<file path="src/rtl/if_fetch_if.sv">
// if_fetch_if: bundles the instruction-memory read port and the decode-side
// output port of the fetch stage.
//
// Signals
//   imem_req   fetch -> memory  read request
//   imem_addr  fetch -> memory  read address, stable while imem_req is high and unacked
//   imem_ack   memory -> fetch  read data valid, only meaningful while imem_req is high
//   imem_rdata memory -> fetch  instruction word, sampled when imem_ack is high
//   id_valid   fetch -> decode  buffer head is valid
//   id_ready   decode -> fetch  decode takes the head
//   id_instr   fetch -> decode  head instruction (0 when empty)
//   id_pc      fetch -> decode  head PC (0 when empty)
//
// Handshakes: a transfer happens on a rising clk edge where the initiator's
// request/valid and the responder's ack/ready are both high. imem_ack may be
// high in the same cycle imem_req first rises. id_valid does not depend on
// id_ready, and imem_req does not depend on id_ready.
//
// Modports
//   master : the fetch stage
//   slave  : the memory/decode environment
interface if_fetch_if;
   logic        imem_req;
   logic [15:0] imem_addr;
   logic        imem_ack;
   logic [15:0] imem_rdata;
   logic        id_valid;
   logic        id_ready;
   logic [15:0] id_instr;
   logic [15:0] id_pc;

   modport master (
      output imem_req, imem_addr, id_valid, id_instr, id_pc,
      input  imem_ack, imem_rdata, id_ready
   );

   modport slave (
      input  imem_req, imem_addr, id_valid, id_instr, id_pc,
      output imem_ack, imem_rdata, id_ready
   );
endinterface

</file>
<file path="src/rtl/if_fetch.sv">
// if_fetch: instruction-fetch stage behind the PC register.
// Reads instruction memory at the current PC, advances the PC (pc_en) when an
// instruction returns, buffers {pc, instr} pairs and hands them to decode.
// A flush (branch redirect) empties the buffer; a fetch that is still in
// flight at that moment is waited out in DROP and its data thrown away.
//
// Configuration macro: IF_FETCH_SKID_EN
//   defined   : two-entry buffer, one instruction per cycle into decode
//   undefined : one-entry buffer, one instruction every two cycles
//
// Ports
//   clk        clock, all state on posedge
//   rst        synchronous active-high reset
//   pc_addr    current PC from the PC register
//   pc_en      PC advances (or loads its branch target) at the next edge
//   flush      branch redirect, same cycle the PC register sees it
//   bus        if_fetch_if.master: imem read port and decode output port
//   dbg_state  1 while in DROP
//   dbg_count  number of buffered entries
module if_fetch (
   input  logic        clk,
   input  logic        rst,
   input  logic [15:0] pc_addr,
   output logic        pc_en,
   input  logic        flush,
   if_fetch_if.master  bus,
   output logic        dbg_state,
   output logic [1:0]  dbg_count
);

`ifdef IF_FETCH_SKID_EN
   localparam logic [1:0] DEPTH = 2'd2;
`else
   localparam logic [1:0] DEPTH = 2'd1;
`endif

   typedef enum logic {RUN = 1'b0, DROP = 1'b1} state_t;

   typedef struct packed {
      logic [15:0] pc;
      logic [15:0] instr;
   } entry_t;

   state_t      state;
   logic [1:0]  count;
   logic [15:0] drop_addr;
   entry_t      head;
`ifdef IF_FETCH_SKID_EN
   entry_t      tail;
`endif

   logic   req;
   logic   ack;
   logic   push;
   logic   pop;
   logic   valid;
   entry_t new_entry;

   // req depends only on registered state, never on id_ready, so a full
   // buffer blocks the request even in the cycle it is being popped.
   always_comb begin
      req       = (state == DROP) || (count < DEPTH);
      ack       = req && bus.imem_ack;
      push      = (state == RUN) && ack && !flush;
      valid     = (count != 2'd0) && !flush;
      pop       = valid && bus.id_ready;
      new_entry = '{pc: pc_addr, instr: bus.imem_rdata};
   end

   assign bus.imem_req  = !rst && req;
   assign bus.imem_addr = rst ? 16'h0000 : ((state == DROP) ? drop_addr : pc_addr);
   assign pc_en         = !rst && (((state == RUN) && ack) || flush);
   assign bus.id_valid  = !rst && valid;
   assign bus.id_pc     = (rst || count == 2'd0) ? 16'h0000 : head.pc;
   assign bus.id_instr  = (rst || count == 2'd0) ? 16'h0000 : head.instr;
   assign dbg_state     = (state == DROP);
   assign dbg_count     = count;

   always_ff @(posedge clk) begin
      if (rst) begin
         state     <= RUN;
         count     <= 2'd0;
         drop_addr <= 16'h0000;
         head      <= '0;
`ifdef IF_FETCH_SKID_EN
         tail      <= '0;
`endif
      end else if (flush) begin
         count <= 2'd0;
         if (state == RUN) begin
            // An unacked request must still complete at the old address;
            // remember it so imem_addr stays stable while we wait.
            if (req && !bus.imem_ack) begin
               drop_addr <= pc_addr;
               state     <= DROP;
            end
         end else if (bus.imem_ack) begin
            state <= RUN;
         end
      end else if (state == DROP) begin
         // Buffer is empty here: DROP is only entered through a flush.
         if (bus.imem_ack) begin
            state <= RUN;
         end
      end else begin
`ifdef IF_FETCH_SKID_EN
         unique case ({push, pop})
            2'b10: begin
               if (count == 2'd0) head <= new_entry;
               else               tail <= new_entry;
               count <= count + 2'd1;
            end
            2'b01: begin
               head  <= tail;
               count <= count - 2'd1;
            end
            2'b11: begin
               if (count == 2'd2) begin
                  head <= tail;
                  tail <= new_entry;
               end else begin
                  head <= new_entry;
               end
            end
            default: ;
         endcase
`else
         unique case ({push, pop})
            2'b10: begin
               head  <= new_entry;
               count <= 2'd1;
            end
            2'b01: begin
               count <= 2'd0;
            end
            2'b11: begin
               head <= new_entry;
            end
            default: ;
         endcase
`endif
      end
   end

endmodule

</file>
<file path="src/flat_wrapper.sv">
// flat-port wrapper written by rule: the top's interface ports become plain ports
module if_fetch_flat 
  (clk, rst, pc_addr, pc_en, flush, dbg_state, dbg_count, bus_imem_req, bus_imem_addr, bus_id_valid, bus_id_instr, bus_id_pc, bus_imem_ack, bus_imem_rdata, bus_id_ready);
  if_fetch_if bus_i ();
  input  logic clk;
  input  logic rst;
  input  logic [15:0] pc_addr;
  output logic pc_en;
  input  logic flush;
  output logic dbg_state;
  output logic [1:0] dbg_count;
  output wire logic [$bits(bus_i.imem_req)-1:0] bus_imem_req;
  output wire logic [$bits(bus_i.imem_addr)-1:0] bus_imem_addr;
  output wire logic [$bits(bus_i.id_valid)-1:0] bus_id_valid;
  output wire logic [$bits(bus_i.id_instr)-1:0] bus_id_instr;
  output wire logic [$bits(bus_i.id_pc)-1:0] bus_id_pc;
  input wire logic [$bits(bus_i.imem_ack)-1:0] bus_imem_ack;
  input wire logic [$bits(bus_i.imem_rdata)-1:0] bus_imem_rdata;
  input wire logic [$bits(bus_i.id_ready)-1:0] bus_id_ready;
  assign bus_imem_req = bus_i.imem_req;
  assign bus_imem_addr = bus_i.imem_addr;
  assign bus_id_valid = bus_i.id_valid;
  assign bus_id_instr = bus_i.id_instr;
  assign bus_id_pc = bus_i.id_pc;
  assign bus_i.imem_ack = bus_imem_ack;
  assign bus_i.imem_rdata = bus_imem_rdata;
  assign bus_i.id_ready = bus_id_ready;
  if_fetch u_core (.clk(clk), .rst(rst), .pc_addr(pc_addr), .pc_en(pc_en), .flush(flush), .bus(bus_i), .dbg_state(dbg_state), .dbg_count(dbg_count));
endmodule
</file>
<file path="config.mk">
export PLATFORM = sky130hd
export DESIGN_NAME = if_fetch_flat
export DESIGN_NICKNAME = d
export VERILOG_FILES = /design/src/rtl/if_fetch_if.sv /design/src/rtl/if_fetch.sv /design/src/flat_wrapper.sv
export SDC_FILE = /design/constraint.sdc
export NUM_CORES = 1
export LEC_CHECK = 0
export BUFFER_PORTS_ARGS = -buffer_cell sky130_fd_sc_hd__buf_2
export CORE_ASPECT_RATIO = 2
export CORE_MARGIN = 1.5
export CORE_UTILIZATION = 50
export DETAILED_ROUTE_END_ITERATION = 8
export GPL_TIMING_DRIVEN = 0
export PLACE_DENSITY = 0.8
export SLEW_MARGIN = 20
export SYNTH_ARGS = -nofsm -noshare
export SYNTH_HDL_FRONTEND = slang
export SYNTH_SLANG_ARGS = --single-unit
</file>
<file path="constraint.sdc">
create_clock -name clk -period 2.1 [get_ports clk]
set_clock_uncertainty 0.15 [all_clocks]
set_input_delay 0.42 -clock clk [delete_from_list [all_inputs] [get_ports clk]]
set_output_delay 0.42 -clock clk [all_outputs]
set_load 0.1 [all_outputs]
</file>
=== Word level (Yosys, flattened, before mapping) ===
Index checks and enable logic that the tools add are counted.

* Register bits after elaboration: 51

* Magnitude comparators: 1
* Equal/unequal tests: 3
* Muxes and demuxes: 10
* Bitwise logic cells: 2
* Reduce and logical (&&, ||, !) cells: 23

{| class="wikitable"
|+ Operators with widths
! operator !! number
|-
| 2-to-1 mux 16 bit || 4
|-
| logical AND 1 bit || 9
|-
| AND reduction 3 bit || 2
|-
| 2-to-1 mux 1 bit || 5
|-
| == test 2 bit (second input constant) || 2
|-
| case mux 2 bit (2 select lines) || 1
|-
| nonzero test 2 bit || 2
|-
| OR reduction 2 bit || 2
|-
| zero test 1 bit || 3
|-
| logical OR 1 bit || 3
|-
| == test 2 x 1 -> 1 bit (second input constant) || 1
|-
| zero test 2 bit || 1
|-
| less-than comparator 2 x 1 -> 1 bit (second input constant) || 1
|-
| inverter 1 bit || 2
|-
| AND reduction 2 bit || 1
|}

=== Logic depth before layout (Yosys ltp) ===
Gate-level depths: netlist (run 1).

* Depth after elaboration: 8
* Gate-level depth with buffers: 9
* Depth with buffers taken out: 7

=== Worst setup path before layout (run 1) ===
OpenSTA, ideal clock, no wires.

* Path type: register -> output
* Start point: register u_core.state, in the netlist u_core.dbg_state
* End point: output bus_imem_addr[10]
* Arrival: 2.969 ns
* Slack: -1.439 ns
* Stages on the path, launching flop included: 5
* Cell sequence: dfxtp_1 -> buf_2 -> buf_4 -> mux2i_1 -> nor2_1

* Cells in the longest elaborated chain, start to end: 2

{| class="wikitable"
|+ RTL lines
! what !! RTL line !! RTL
|-
| start, declared || if_fetch.sv:44 || <nowiki>state_t state;</nowiki>
|-
| start signal, assigned || if_fetch.sv:81 || <nowiki>state <= RUN;</nowiki>
|-
| start signal, assigned || if_fetch.sv:95 || <nowiki>state <= DROP;</nowiki>
|-
| start signal, assigned || if_fetch.sv:98 || <nowiki>state <= RUN;</nowiki>
|-
| 2-to-1 mux 16 bit (2 in series) || if_fetch.sv:71 || <nowiki>assign bus.imem_addr = rst ? 16'h0000 : ((state == DROP) ? drop_addr : pc_addr);</nowiki>
|-
| end, declared || flat_wrapper.sv:13 || <nowiki>output wire logic [$bits(bus_i.imem_addr)-1:0] bus_imem_addr;</nowiki>
|}

No other way between the ends.

=== Worst setup path in the final report (run 1) ===
* Start point: register u_core.state, in the netlist u_core.dbg_state
* End point: output bus_imem_addr[11]

Same word-level chain as after synthesis.

==> impl_metrics.toml, run 1 <==
[timing]
max_slew_margin_pct = 66.19
setup_ws_ns = 0.03975
setup_viol_count_final = 0
tightest_slew_ns = 0.5051
drv_slew = 0
timing.final.crit_share_pct = 98.11
max_freq_mhz = 485.4
hold_viol = 0
fin_crit_ns = 2.060

[global_routing]
grt_start_max_net_pins = 16
grt_pass1_vias = 2485
grt_antenna_before_repair = 0
grt-ovfl-total = 0
grt_usage_pct = 27.52
grt_pass1_wl_um = 11760

[routing]
drtAntennaViolNets = 0
vias_per_cell = 5.192
vias = 2409
drc = 0
wl_per_cell_um = 16.45
wl_um = 7634
drt-pass1-iter-count = 4
drt_iter0_drc = 58

[finish]
finalNetCount = 445
antennaDiodeCount = 0
fillers = 276
drive_gt1_share_pct = 45.57
multi_input_area_um2 = 1832
seqCellArea_um2 = 1008
area_delta_synth_final_pct = 66.16

[logic_synthesis]
yosysWarningCount = 0
synth_area_um2 = 2629
synthArstFlopShare_pct = 0
synth_cells = 306
yosys.area.top_type = "dfxtp_1"
syn_nets = 346
netlist_top_cells_area = "dfxtp_1 38%, mux2i_1 18%, nand2b_1 15%, and2_1 7.6%, nand2_1 4.7%"
seq_area_frac_synth_pct = 38.08
synth.top_cell.area_share_pct = 38.08
ys_ff_latch = 50
ys_types = 23
yosysMostFrequentCell = "nand2b_1"
ys_top_cells_by_count = "64 x nand2b_1, 50 x dfxtp_1, 48 x mux2i_1, 33 x nand2_1, 32 x and2_1"
synth_flop_cell = "dfxtp_1"
postSynthAreaPerCell_um2 = 8.591
synth-edff-count = 0

[cts]
cts_tree = "yes"
cts_max_level = 2
clk_pin_slew_worst_paths_ns = 0.09
clock-sinks = 50
cts-buffers-inserted = 5
cts_root_buffer = "clkbuf_8"
clk_path_buf_depth = 2
clock_latency_ns = 0.31

[floorplanning]
die-area_um2 = 5728
dieHeight_um = 105.5
rows = 37
num_io_pins = 91
fp.coreArea_um2 = 5092
floorplan.initialDensity_pct = 51.62
die_x_um = 54.27

[setup_path]
cp-end-kind = "output pin"
cpPeakStageDelay_ns = 0.36
slowest_stage = "dfxtp_4"
cp_num_buf_inv = 3
crit_family = "buffers and inverters"
cp_cell_sequence = "buf_12, buf_12, mux2i_4, nor2_4, buf_12"
crit_arrival_ns = 1.49
start_kind = "flip-flop"
cp_max_fo = 11
timing.setup.critical_path_class = "flip-flop to output pin"
cp.required_ns = 1.53
crit_top_cell = "buf_12"

[pwr]
vdd_drop_max_uv = 595.8
power.total_w = 0.002412
power.density_nw_per_um2 = 552.3
p_leak_nw = 1.702

[place]
hpwl_um = 4651
dp_slack_ns = -0.5128
io_buffers = 88
gp_congestion = 0.7791

[status]
outcome = "completed"

[min_path]
min-delay-path-class = "input pin to flip-flop"

[flow_run]
drv_cap = 0
## power by group
part	leakage, nW	internal (W)	switching, W	total, W
clock network	0.0696	0.000460	0.000326	0.000787
logic	1.22	0.000231	0.000387	0.000619
registers	0.408	0.000983	0.0000243	0.00101
## final timing paths
kind	startpoint	end	slack, ns	cells past startpoint
max	u_core.dbg_state$_SDFF_PP0_	bus_imem_addr[11]	0.04	5
min	bus_imem_ack	u_core.dbg_state$_SDFF_PP0_	0.20	2
max reg2reg	u_core.dbg_state$_SDFF_PP0_	u_core.head[28]$_SDFFE_PP0P_	0.13	9
min reg2reg	u_core.drop_addr[2]$_SDFFE_PP0P_	u_core.drop_addr[2]$_SDFFE_PP0P_	0.31	2
## cell families (layout without fill, tap and decap cells)
group	Yosys count	count (layout)	synth area share, %
other	1	1	0.1427
adder cells (fa/ha/maj)	3	3	1.428
AND/OR/NAND/NOR	158	158	33.41
flip-flops	50	50	38.08
AO/OA/AOI/OAI	20	20	4.046
multiplexers	48	48	18.28
buffers and inverters	26	126	4.617
## per-layer routing
layer  up-vias  track usage, %  part of all wire (%)
li1       1169               -                     -
met1      1163           29.33                    37
met2        66           50.43                    58
met3        11           4.249                   3.6
met4         0           10.18                   2.0
met5         -               0                     0
## stage by stage
stage	std cells	util [%]	TNS [ns]	hold WS, ns	area, um^2
after detailed placement	452	65.72	-23.27	0.2994	3347
after floorplan	306	-	-2.419	0.2860	2834
after global placement	452	65.72	-23.44	0.2914	3347
after CTS	462	83.19	-0.3508	0.1886	4237
after global routing	464	85.77	-0.05458	0.1947	4368
final	464	85.77	0	0.1982	4368
## state kept, by name, summed over array words and instances, names as in the netlist
name	flops
u_core.dbg_state	1
u_core.dbg_count	1
u_core.head	32
u_core.drop_addr	16
## cell usage in the layout (no fill, tap or decap), types with 6 or more instances in the layout
cell,instances
mux2i_1,37
clkbuf_8,7
mux2i_4,10
nand2b_1,64
nor2_4,17
buf_2,39
a21oi_1,17
and2_2,32
buf_8,6
dfxtp_1,48
buf_4,15
clkbuf_1,7
nand2_1,33
buf_12,38
## worst reg2reg max path: stages, from the launching register on
cell and delay (ns):
dfxtp_4 0.36, buf_12 0.15, nor2_1 0.12, nand2_1 0.09, nor2_2 0.11, ha_1 0.15, o21a_1 0.12, clkbuf_4 0.20
buf_6 0.19, mux2i_1 0.25
## layout make-up
| class | count | area share [%] |
|---|---|---|
| flip-flops and latches | 50 | 23.09 |
| well taps | 58 | 1.661 |
| clock buffers | 7 | 2.463 |
| inverters | 2 | 0.1719 |
| repair buffers | 92 | 25.32 |
| clock inverters | 1 | 0.6875 |
| multi-input cells | 230 | 41.94 |
| plain buffers | 24 | 4.669 |
## what timing repair did
| item | CTS | global route |
|---|---|---|
| endpoints found under the setup margin | 51 | 79 |
| setup buffers | 1 | 2 |
| hold buffers | 0 | 0 |
| cloned | 1 | 0 |
| pin swaps | 5 | 0 |
| gates resized for setup | 190 | 34 |
Note: power is estimated with default switching activity, not from simulation.
==> run 2: changes to the inputs <==
Settings changed: CORE_ASPECT_RATIO 2 to default.
==> impl_metrics.toml, run 2 (synthesis gave the netlist of run 1 again) <==
[status]
outcome = "completed"

[floorplanning]
die-area_um2 = 5702
fp.coreArea_um2 = 5075
num_io_pins = 91
die_x_um = 75.51
rows = 26
dieHeight_um = 75.51
floorplan.initialDensity_pct = 51.80

[finish]
finalNetCount = 444
largest_reg_flops = 32
final_cell_mix = "64 x nand2b_1, 48 x dfxtp_1, 40 x buf_2"
antennaDiodeCount = 0
top_register = "u_core.head"
fillers = 258
final_util_pct = 85.50
mostFrequentLayoutCell = "nand2b_1"
multi_input_area_um2 = 1832
area_delta_synth_final_pct = 65.06
final_area_um2 = 4339
seqCellArea_um2 = 1008
top_regs = "u_core.head: 32 flops, u_core.drop_addr: 16 flops"
drive_gt1_share_pct = 45.30

[pwr]
p_sw_w = 0.0007438
p_leak_nw = 1.679
power.internal_w = 0.001518
combPwrFrac_pct = 27.5
power.density_nw_per_um2 = 521.2
p_sw_share_pct = 32.89
vdd_drop_max_uv = 496.6
p_seq_share_pct = 44.6
clkPwrFrac_pct = 27.9

[routing]
vias = 2497
drt-pass1-iter-count = 4
drt_iter0_drc = 115
wl_per_cell_um = 16.81
drc = 0
vias_per_cell = 5.268
drtAntennaViolNets = 0
wl_um = 7970

[setup_path]
crit_family = "buffers and inverters"
timing.setup.critical_path_class = "flip-flop to output pin"
cp.required_ns = 1.53
worst_r2r_path_depth = 9
crit_arrival_ns = 1.50
start_kind = "flip-flop"
slowest_stage = "dfxtp_4"
cp_cell_sequence = "nor2b_4, clkbuf_4, and2_2, buf_8"
cpPeakStageDelay_ns = 0.39
cp_max_fo = 10
cp_num_cells = 4
cp_num_buf_inv = 2
cp-end-kind = "output pin"

[timing]
drv_slew = 0
tns_ns = 0
hold_viol = 0
fin_crit_ns = 2.070
timing.final.crit_share_pct = 98.57
rsz0062_at_grt = "true"
setup_viol_count_final = 0
max_freq_mhz = 483.1

[cts]
clock_latency_ns = 0.30
clock-sinks = 50
cts_tree = "yes"
cts_max_level = 2
clk_pin_slew_worst_paths_ns = 0.09
cts-buffers-inserted = 5
clk_path_buf_depth = 2
cts_root_buffer = "clkbuf_8"

[global_routing]
grt-ovfl-total = 0
grt_antenna_before_repair = 0
grt_usage_pct = 27.05
grt_pass1_wl_um = 11610
grt_pass1_vias = 2405
grt_start_max_net_pins = 16

[place]
placed_cell_area_um2 = 3362
gp_congestion = 0.7596
io_buffers = 88
hpwl_um = 4548

[flow_run]
drv_cap = 0

[min_path]
min-delay-path-class = "input pin to flip-flop"
min_path_cells = 2
==> run 2: per-layer routing <==
| metal | wire length [um] | track usage, % | vias up | share of wire [%] |
|---|---|---|---|---|
| li1 | - | - | 1180 | - |
| met1 | 3122 | 32.04 | 1199 | 39 |
| met2 | 4321 | 49.51 | 99 | 54 |
| met3 | 347 | 5.688 | 19 | 4.4 |
| met4 | 178 | 7.143 | 0 | 2.2 |
| met5 | 0 | 0 | - | 0 |
==> run 2: cell type report <==
type / instances / area share (%)
plain buffers: 24 / 4.787
flip-flops and latches: 50 / 23.24
inverters: 2 / 0.1730
repair buffers: 91 / 25.20
well taps: 70 / 2.018
clock inverters: 1 / 0.2018
multi-input cells: 230 / 42.21
clock buffers: 6 / 2.163
==> run 2: power groups by stage <==
stage | Combinational [W] | Sequential [W] | Clock, W
floorplan | 0.000384 | 0.00103 | 0
global placement | 0.000494 | 0.00102 | 0
global route | 0.000652 | 0.00101 | 0.000663
finish | 0.000623 | 0.00101 | 0.000631
CTS | 0.000586 | 0.00101 | 0.000631
detailed placement | 0.000499 | 0.00102 | 0
==> run 2: worst paths after layout <==
path,startpoint,endpoint,slack [ns]
worst max-delay path,u_core.dbg_count[0]$_SDFFE_PP0P_,bus_id_pc[4],0.03
worst min-delay path,bus_imem_ack,u_core.dbg_state$_SDFF_PP0_,0.21
worst max register to register,u_core.dbg_state$_SDFF_PP0_,u_core.head[2]$_SDFFE_PP0P_,0.15
worst min register to register,u_core.drop_addr[1]$_SDFFE_PP0P_,u_core.drop_addr[1]$_SDFFE_PP0P_,0.32
==> run 2: timing repair <==
item                                    CTS  global route
hold buffers                              0             0
endpoints found under the setup margin   51            66
setup buffers                             1             1
pin swaps                                 5             1
gates cloned                              1             0
resized for setup                       192            31
==> run 2: through the flow <==
step	power [W]	worst slack (ns)	std cells	hold WS [ns]
floorplan	0.001415	-0.05615	306	0.2860
global placement	0.001516	-0.4985	464	0.2913
detailed placement	0.001523	-0.5165	464	0.2965
CTS	0.002223	-0.01159	473	0.2076
global route	0.002327	-0.02253	474	0.2312
finish	0.002262	0.03013	474	0.2076
